### src/rtl/ifu_fetch_if.sv
// Fetch-unit bus bundle: instruction-memory read port, redirect request and
// the decoder-facing instruction stream. The fetch unit uses the master view
// and its environment (memory, branch unit, decoder) uses the slave view.
interface ifu_fetch_if;
    logic        imem_ren;
    logic [31:0] imem_raddr;
    logic [31:0] imem_rdata;
    logic        redirect_valid;
    logic [31:0] redirect_pc;
    logic        inst_valid;
    logic        inst_ready;
    logic [31:0] inst;
    logic [31:0] inst_pc;

    modport master (
        output imem_ren,
        output imem_raddr,
        input  imem_rdata,
        input  redirect_valid,
        input  redirect_pc,
        output inst_valid,
        input  inst_ready,
        output inst,
        output inst_pc
    );

    modport slave (
        input  imem_ren,
        input  imem_raddr,
        output imem_rdata,
        output redirect_valid,
        output redirect_pc,
        input  inst_valid,
        output inst_ready,
        input  inst,
        input  inst_pc
    );
endinterface

### src/rtl/ifu_fetch.sv
// Instruction fetch unit. Issues sequential reads to a one-cycle-latency
// instruction memory and buffers returned words in a 2-entry FIFO for the
// decoder. A read is only issued when the FIFO is guaranteed to have room
// for its response, so the buffer can never overflow. A redirect restarts
// fetch at a new word-aligned address, discarding the in-flight response and
// everything buffered except a word popped in that same cycle.
module ifu_fetch #(
    parameter logic [31:0] RESET_PC = 32'h8000_0000
) (
    input logic        clock,
    input logic        reset,
    ifu_fetch_if.master bus
);

    logic [31:0] pc;
    logic        pend;
    logic [31:0] pend_pc;
    logic [1:0]  cnt;
    logic        wr_ptr;
    logic        rd_ptr;
    logic [31:0] fifo_pc   [2];
    logic [31:0] fifo_inst [2];

    logic        pop;
    logic        push;
    logic        ren;
    logic [2:0]  occ_after_pop;

    // Handshake decode and read-issue decision. Occupancy counts buffered
    // words plus the one in flight; a new read is allowed only if that total,
    // less this cycle's pop, leaves room for one more response.
    always_comb begin
        pop           = (cnt != 2'd0) & bus.inst_ready;
        push          = pend & ~bus.redirect_valid;
        occ_after_pop = {1'b0, cnt} + {2'b00, pend} - {2'b00, pop};
        ren           = reset & ~bus.redirect_valid & (occ_after_pop <= 3'd1);
    end

    assign bus.imem_ren   = ren;
    assign bus.imem_raddr = pc;
    assign bus.inst_valid = (cnt != 2'd0);
    assign bus.inst       = fifo_inst[rd_ptr];
    assign bus.inst_pc    = fifo_pc[rd_ptr];

    // Fetch pointer, in-flight tracking and FIFO occupancy/pointers.
    always_ff @(posedge clock or negedge reset) begin
        if (!reset) begin
            pc      <= RESET_PC;
            pend    <= 1'b0;
            pend_pc <= 32'h0;
            cnt     <= 2'd0;
            wr_ptr  <= 1'b0;
            rd_ptr  <= 1'b0;
        end else if (bus.redirect_valid) begin
            pc      <= {bus.redirect_pc[31:2], 2'b00};
            pend    <= 1'b0;
            cnt     <= 2'd0;
            wr_ptr  <= 1'b0;
            rd_ptr  <= 1'b0;
        end else begin
            pend <= ren;
            if (ren) begin
                pend_pc <= pc;
                pc      <= pc + 32'd4;
            end
            if (push) begin
                wr_ptr <= ~wr_ptr;
            end
            if (pop) begin
                rd_ptr <= ~rd_ptr;
            end
            case ({push, pop})
                2'b10:   cnt <= cnt + 2'd1;
                2'b01:   cnt <= cnt - 2'd1;
                default: cnt <= cnt;
            endcase
        end
    end

    // FIFO storage: capture the returning word with the address it was read from.
    always_ff @(posedge clock or negedge reset) begin
        if (!reset) begin
            fifo_pc[0]   <= 32'h0;
            fifo_pc[1]   <= 32'h0;
            fifo_inst[0] <= 32'h0;
            fifo_inst[1] <= 32'h0;
        end else if (push) begin
            fifo_pc[wr_ptr]   <= pend_pc;
            fifo_inst[wr_ptr] <= bus.imem_rdata;
        end
    end

endmodule

### src/flat_wrapper.sv
// flat-port wrapper written by rule: the top's interface ports become plain ports
module ifu_fetch_flat 
#(
    parameter logic [31:0] RESET_PC = 32'h8000_0000
)
  (clock, reset, bus_imem_ren, bus_imem_raddr, bus_imem_rdata, bus_redirect_valid, bus_redirect_pc, bus_inst_valid, bus_inst_ready, bus_inst, bus_inst_pc);
  ifu_fetch_if bus_i ();
  input logic clock;
  input logic reset;
  output wire logic [$bits(bus_i.imem_ren)-1:0] bus_imem_ren;
  output wire logic [$bits(bus_i.imem_raddr)-1:0] bus_imem_raddr;
  input wire logic [$bits(bus_i.imem_rdata)-1:0] bus_imem_rdata;
  input wire logic [$bits(bus_i.redirect_valid)-1:0] bus_redirect_valid;
  input wire logic [$bits(bus_i.redirect_pc)-1:0] bus_redirect_pc;
  output wire logic [$bits(bus_i.inst_valid)-1:0] bus_inst_valid;
  input wire logic [$bits(bus_i.inst_ready)-1:0] bus_inst_ready;
  output wire logic [$bits(bus_i.inst)-1:0] bus_inst;
  output wire logic [$bits(bus_i.inst_pc)-1:0] bus_inst_pc;
  assign bus_imem_ren = bus_i.imem_ren;
  assign bus_imem_raddr = bus_i.imem_raddr;
  assign bus_i.imem_rdata = bus_imem_rdata;
  assign bus_i.redirect_valid = bus_redirect_valid;
  assign bus_i.redirect_pc = bus_redirect_pc;
  assign bus_inst_valid = bus_i.inst_valid;
  assign bus_i.inst_ready = bus_inst_ready;
  assign bus_inst = bus_i.inst;
  assign bus_inst_pc = bus_i.inst_pc;
  ifu_fetch #(.RESET_PC(RESET_PC)) u_core (.clock(clock), .reset(reset), .bus(bus_i));
endmodule
### config.mk
export PLATFORM = sky130hd
export DESIGN_NAME = ifu_fetch_flat
export DESIGN_NICKNAME = d
export VERILOG_FILES = /design/src/rtl/ifu_fetch_if.sv /design/src/rtl/ifu_fetch.sv /design/src/flat_wrapper.sv
export SDC_FILE = /design/constraint.sdc
export NUM_CORES = 1
export LEC_CHECK = 0
export CORE_MARGIN = 4
export CORE_UTILIZATION = 52
export DETAILED_ROUTE_END_ITERATION = 12
export PLACE_DENSITY = 0.84
export SLEW_MARGIN = 40
export SYNTH_ARGS = -nofsm -noshare
export SYNTH_HDL_FRONTEND = slang
export SYNTH_SLANG_ARGS = --single-unit
### constraint.sdc
create_clock -name clock -period 4.8 [get_ports clock]
set_clock_uncertainty 0.05 [all_clocks]
set_input_delay 0.96 -clock clock [delete_from_list [all_inputs] [get_ports clock]]
set_output_delay 0.96 -clock clock [all_outputs]
set_load 0.02 [all_outputs]
==> results.py <==
metrics = {
    "synth": {
        "synth_top_family_by_area": "multiplexers",
        "synth_cells": 693,
        "ys.flop_type": "dfrtp_1",
        "yosysWarnings": 0,
        "ys_types": 52,
        "synthSimpleGateAreaFrac": 0.102,
        "synth_edf_count": 0,
        "synthAdderAreaFrac": 0.00672,
        "ys_async_sr_fraction": 1.00,
        "synth_xor_area_frac": 0.00716,
        "yosysSeqAreaShare": 0.552,
        "ys_ff_latch": 189,
        "muxShareOfSynthArea": 0.247,
        "syn_area_um2": 8570,
        "postSynthAreaPerCell_um2": 12.4,
        "synth_compound_area_frac": 0.0555,
    },
    "sta": {
        "final-setup-viol-count": 0,
        "setup_ws_ns": 0.261,
        "drv_slew": 0,
        "min_period_ns": 4.54,
        "rsz0062_at_grt": "false",
        "hold_viol_final": 0,
        "whs_ns": 0.441,
        "worstMarginPinSlew_ns": 0.659,
        "clock.fmax_ghz": 0.220,
        "final.setup.tns_ns": 0,
        "finalCritPeriodShare": 0.946,
        "max-slew-margin-rel": 0.561,
    },
    "cts": {
        "post-cts-setup-buffer-count": 0,
        "cts_hold_buffers": 0,
        "cts_tree": "built",
        "cts_root_buffer": "clkbuf_16",
        "clk_latency_ns": 0.43,
        "cts_buffers": 17,
        "htreeDepth": 4,
        "cts.sink_count": 189,
        "cts_buffer_depth": 2,
        "clk_pin_slew_ns": 0.07,
    },
    "worst_setup_path": {
        "end_kind": "output pin",
        "cp_cell_sequence": "clkdlybuf4s50_1 > nand2_1 > inv_1 > ha_1 > inv_1 > ha_1 > inv_1 > fa_1 > nand3b_1 > or2_2 > inv_2 > dlygate4sd2_1",
        "crit_path_max_fanout": 3,
        "worst_path_max_delay_cell": "clkdlybuf4s50_1",
        "cp_slowest_stage_delay_ns": 0.53,
        "crit_family": "buffers and inverters",
        "critical_path_buf_inv_count": 6,
        "arrival_ns": 3.53,
        "cp.required_ns": 3.79,
        "crit_top_cell": "inv_1",
        "cp-start-kind": "input port",
        "worstSetupPathType": "in -> out",
    },
    "layout": {
        "instances_no_fill": 1074,
        "layout-drive-gt1-share": 0.287,
        "n_fill_cell": 1170,
        "post-route-util": 0.692,
        "syn_to_final_growth_pct": 29.3,
        "finalInstanceArea_um2": 11100,
        "antennaDiodeCount": 0,
        "fin_nets": 917,
    },
    "power_and_ir_drop": {
        "power_frac_clock": 0.232,
        "leakage_nw": 4.89,
        "p_int_mw": 4.52,
        "power_density_nw_per_um2": 604,
        "p_total_mw": 6.69,
        "sequentialPowerShare": 0.393,
        "p_switching_mw": 2.17,
        "power_frac_comb": 0.375,
        "swShare": 0.325,
        "vdd_drop_max_uv": 303,
    },
    "detailed_routing": {
        "drc": 0,
        "drtPass1Iterations": 5,
        "wl_um": 19900,
        "ant_nets": 0,
        "vias": 6082,
        "wire_per_inst_um": 18.5,
        "dr.first_iter.drc_count": 361,
        "viasPerCell": 5.66,
    },
    "outcome": {
        "status": "finished clean",
    },
    "hold_path": {
        "hp-class": "in -> async",
    },
    "floorplan": {
        "dieArea_um2": 18600,
        "rows": 46,
        "ios": 166,
        "die_y_um": 136,
        "start_util": 0.535,
        "die_width_um": 136,
        "core_area_um2": 16000,
    },
    "global_routing": {
        "track_usage": 0.223,
        "antenna_found_initial": 0,
        "grt_pass1_vias": 6335,
        "grt-ovfl-total": 0,
        "grt_pass1_wl_um": 32800,
        "grt_max_degree": 75,
    },
    "placed_design": {
        "dp.cells": 1042,
        "place_ws_ns": 0.0368,
        "dpl.hpwl_um": 13200,
        "gp_congestion": 0.836,
        "place_area_um2": 10400,
        "port_buffers": 159,
    },
    "flow_run": {
        "maxCapViolations": 0,
    },
}
-- routing by layer --
metal	vias to the layer above	global-route usage	share of wire
li1	2791	-	-
met1	3009	0.310	0.43
met2	253	0.352	0.49
met3	29	0.0455	0.066
met4	0	0.0722	0.014
met5	-	0	0
-- layout make-up --
class / count / area (um^2) / share of cell area
Sequential cell: 189 / 4730 / 0.427
Multi-Input combinational cell: 452 / 3620 / 0.327
Timing Repair Buffer: 171 / 1740 / 0.157
Clock buffer: 17 / 425 / 0.0384
Tap cell: 216 / 270 / 0.0244
Clock inverter: 15 / 233 / 0.0210
Inverter: 14 / 52.6 / 0.00475
-- layout by cell type (no fill, tap or decap), drive strengths merged, types with 4 or more instances in the layout --
master and count:
o21ai 15, dfrtp 188, a21oi 5, mux2 186, clkbuf 18, nor3 4, inv 19, o211ai 8
xnor2 4, nand2 111, a221o 4, and3 4, nand4 9, bufinv 5, nor4 4, nor2 16
conb 4, o311ai 19, nand3 22, buf 12, clkdlybuf4s50 157, a22oi 4
-- repair_timing --
action / 4_1_cts / 5_1_grt
endpoints found under the hold margin: 0 / 0
setup endpoints to repair: 1 / 0
resized for setup: 1 / 0
-- worst paths after layout --
kind | startpoint | end | slack (ns) | cells after the start
worst max-delay path | bus_inst_ready | bus_imem_ren | 0.26 | 12
min in group clock | u_core.pend_pc[19]$_DFFE_PN0P_ | u_core.pend_pc[19]$_DFFE_PN0P_ | 0.45 | 2
max in group asynchronous | reset | u_core.fifo_pc[12]$_DFFE_PN0P_ | 3.24 | 2
worst min register to register | u_core.pend_pc[19]$_DFFE_PN0P_ | u_core.pend_pc[19]$_DFFE_PN0P_ | 0.45 | 2
worst max register to register | u_core.cnt[1]$_DFFE_PN0P_ | u_core.bus.imem_raddr[26]$_DFFE_PN0P_ | 1.12 | 14
worst min-delay path | reset | u_core.fifo_inst[2]$_DFFE_PN0P_ | 0.44 | 1
-- cell usage after synthesis (2+ instances only) --
master	count	area share
a21o_1	2	0.0018
a21oi_1	5	0.0029
a221o_1	3	0.0035
a22oi_1	4	0.0035
a32oi_1	2	0.0020
and2_1	2	0.0015
and3_1	3	0.0022
buf_1	4	0.0018
buf_2	7	0.0041
buf_4	5	0.0044
clkbuf_1	23	0.010
dfrtp_1	188	0.55
ha_1	3	0.0044
inv_1	13	0.0057
mux2_2	186	0.24
mux2i_1	2	0.0023
nand2_1	111	0.049
nand3_1	21	0.012
nand3b_1	2	0.0018
nand4_1	8	0.0058
nor2_1	16	0.0070
nor3_1	3	0.0018
nor4_1	2	0.0015
nor4_4	2	0.0050
o211ai_1	8	0.0070
o21ai_0	15	0.0088
o311ai_0	18	0.018
or2_2	3	0.0022
or3_1	3	0.0022
or4_1	2	0.0018
xnor2_1	4	0.0041
xor2_1	3	0.0031
-- state kept, by name (all words and copies together), names as in the netlist --
name                   flops
u_core.bus.imem_raddr     30
u_core.cnt                 2
u_core.fifo_inst          64
u_core.fifo_pc            60
u_core.pend                1
u_core.pend_pc            30
u_core.rd_ptr              1
u_core.wr_ptr              1
-- cell families (layout without fill, tap and decap cells) --
logic type               count (synthesis)  count (layout)
AND/OR/NAND/NOR                        184             184
XOR/XNOR                                 7               7
buffers and inverters                   55             217
flip-flops                             189             189
AO/OA/AOI/OAI                           65              65
other                                    1               4
multiplexers                           188             188
adder cells (fa/ha/maj)                  4               4
-- worst reg2reg max path, delay by kind of cell (launching register included) --
family / cells / cell delay, ns
simple gates: 7 / 1.84
flops: 1 / 0.48
buf+inv: 4 / 0.35
fa+ha+maj: 3 / 0.90
-- power by group through the flow --
stage	combinational (mW)	clock (mW)	sequential, mW
finish	2.51	1.55	2.63
CTS	2.54	1.58	2.63
global route	2.70	1.65	2.71
global placement	2.46	0	2.61
floorplan	1.53	0	2.54
detailed placement	2.52	0	2.65
(Power assumes the default switching activity.)
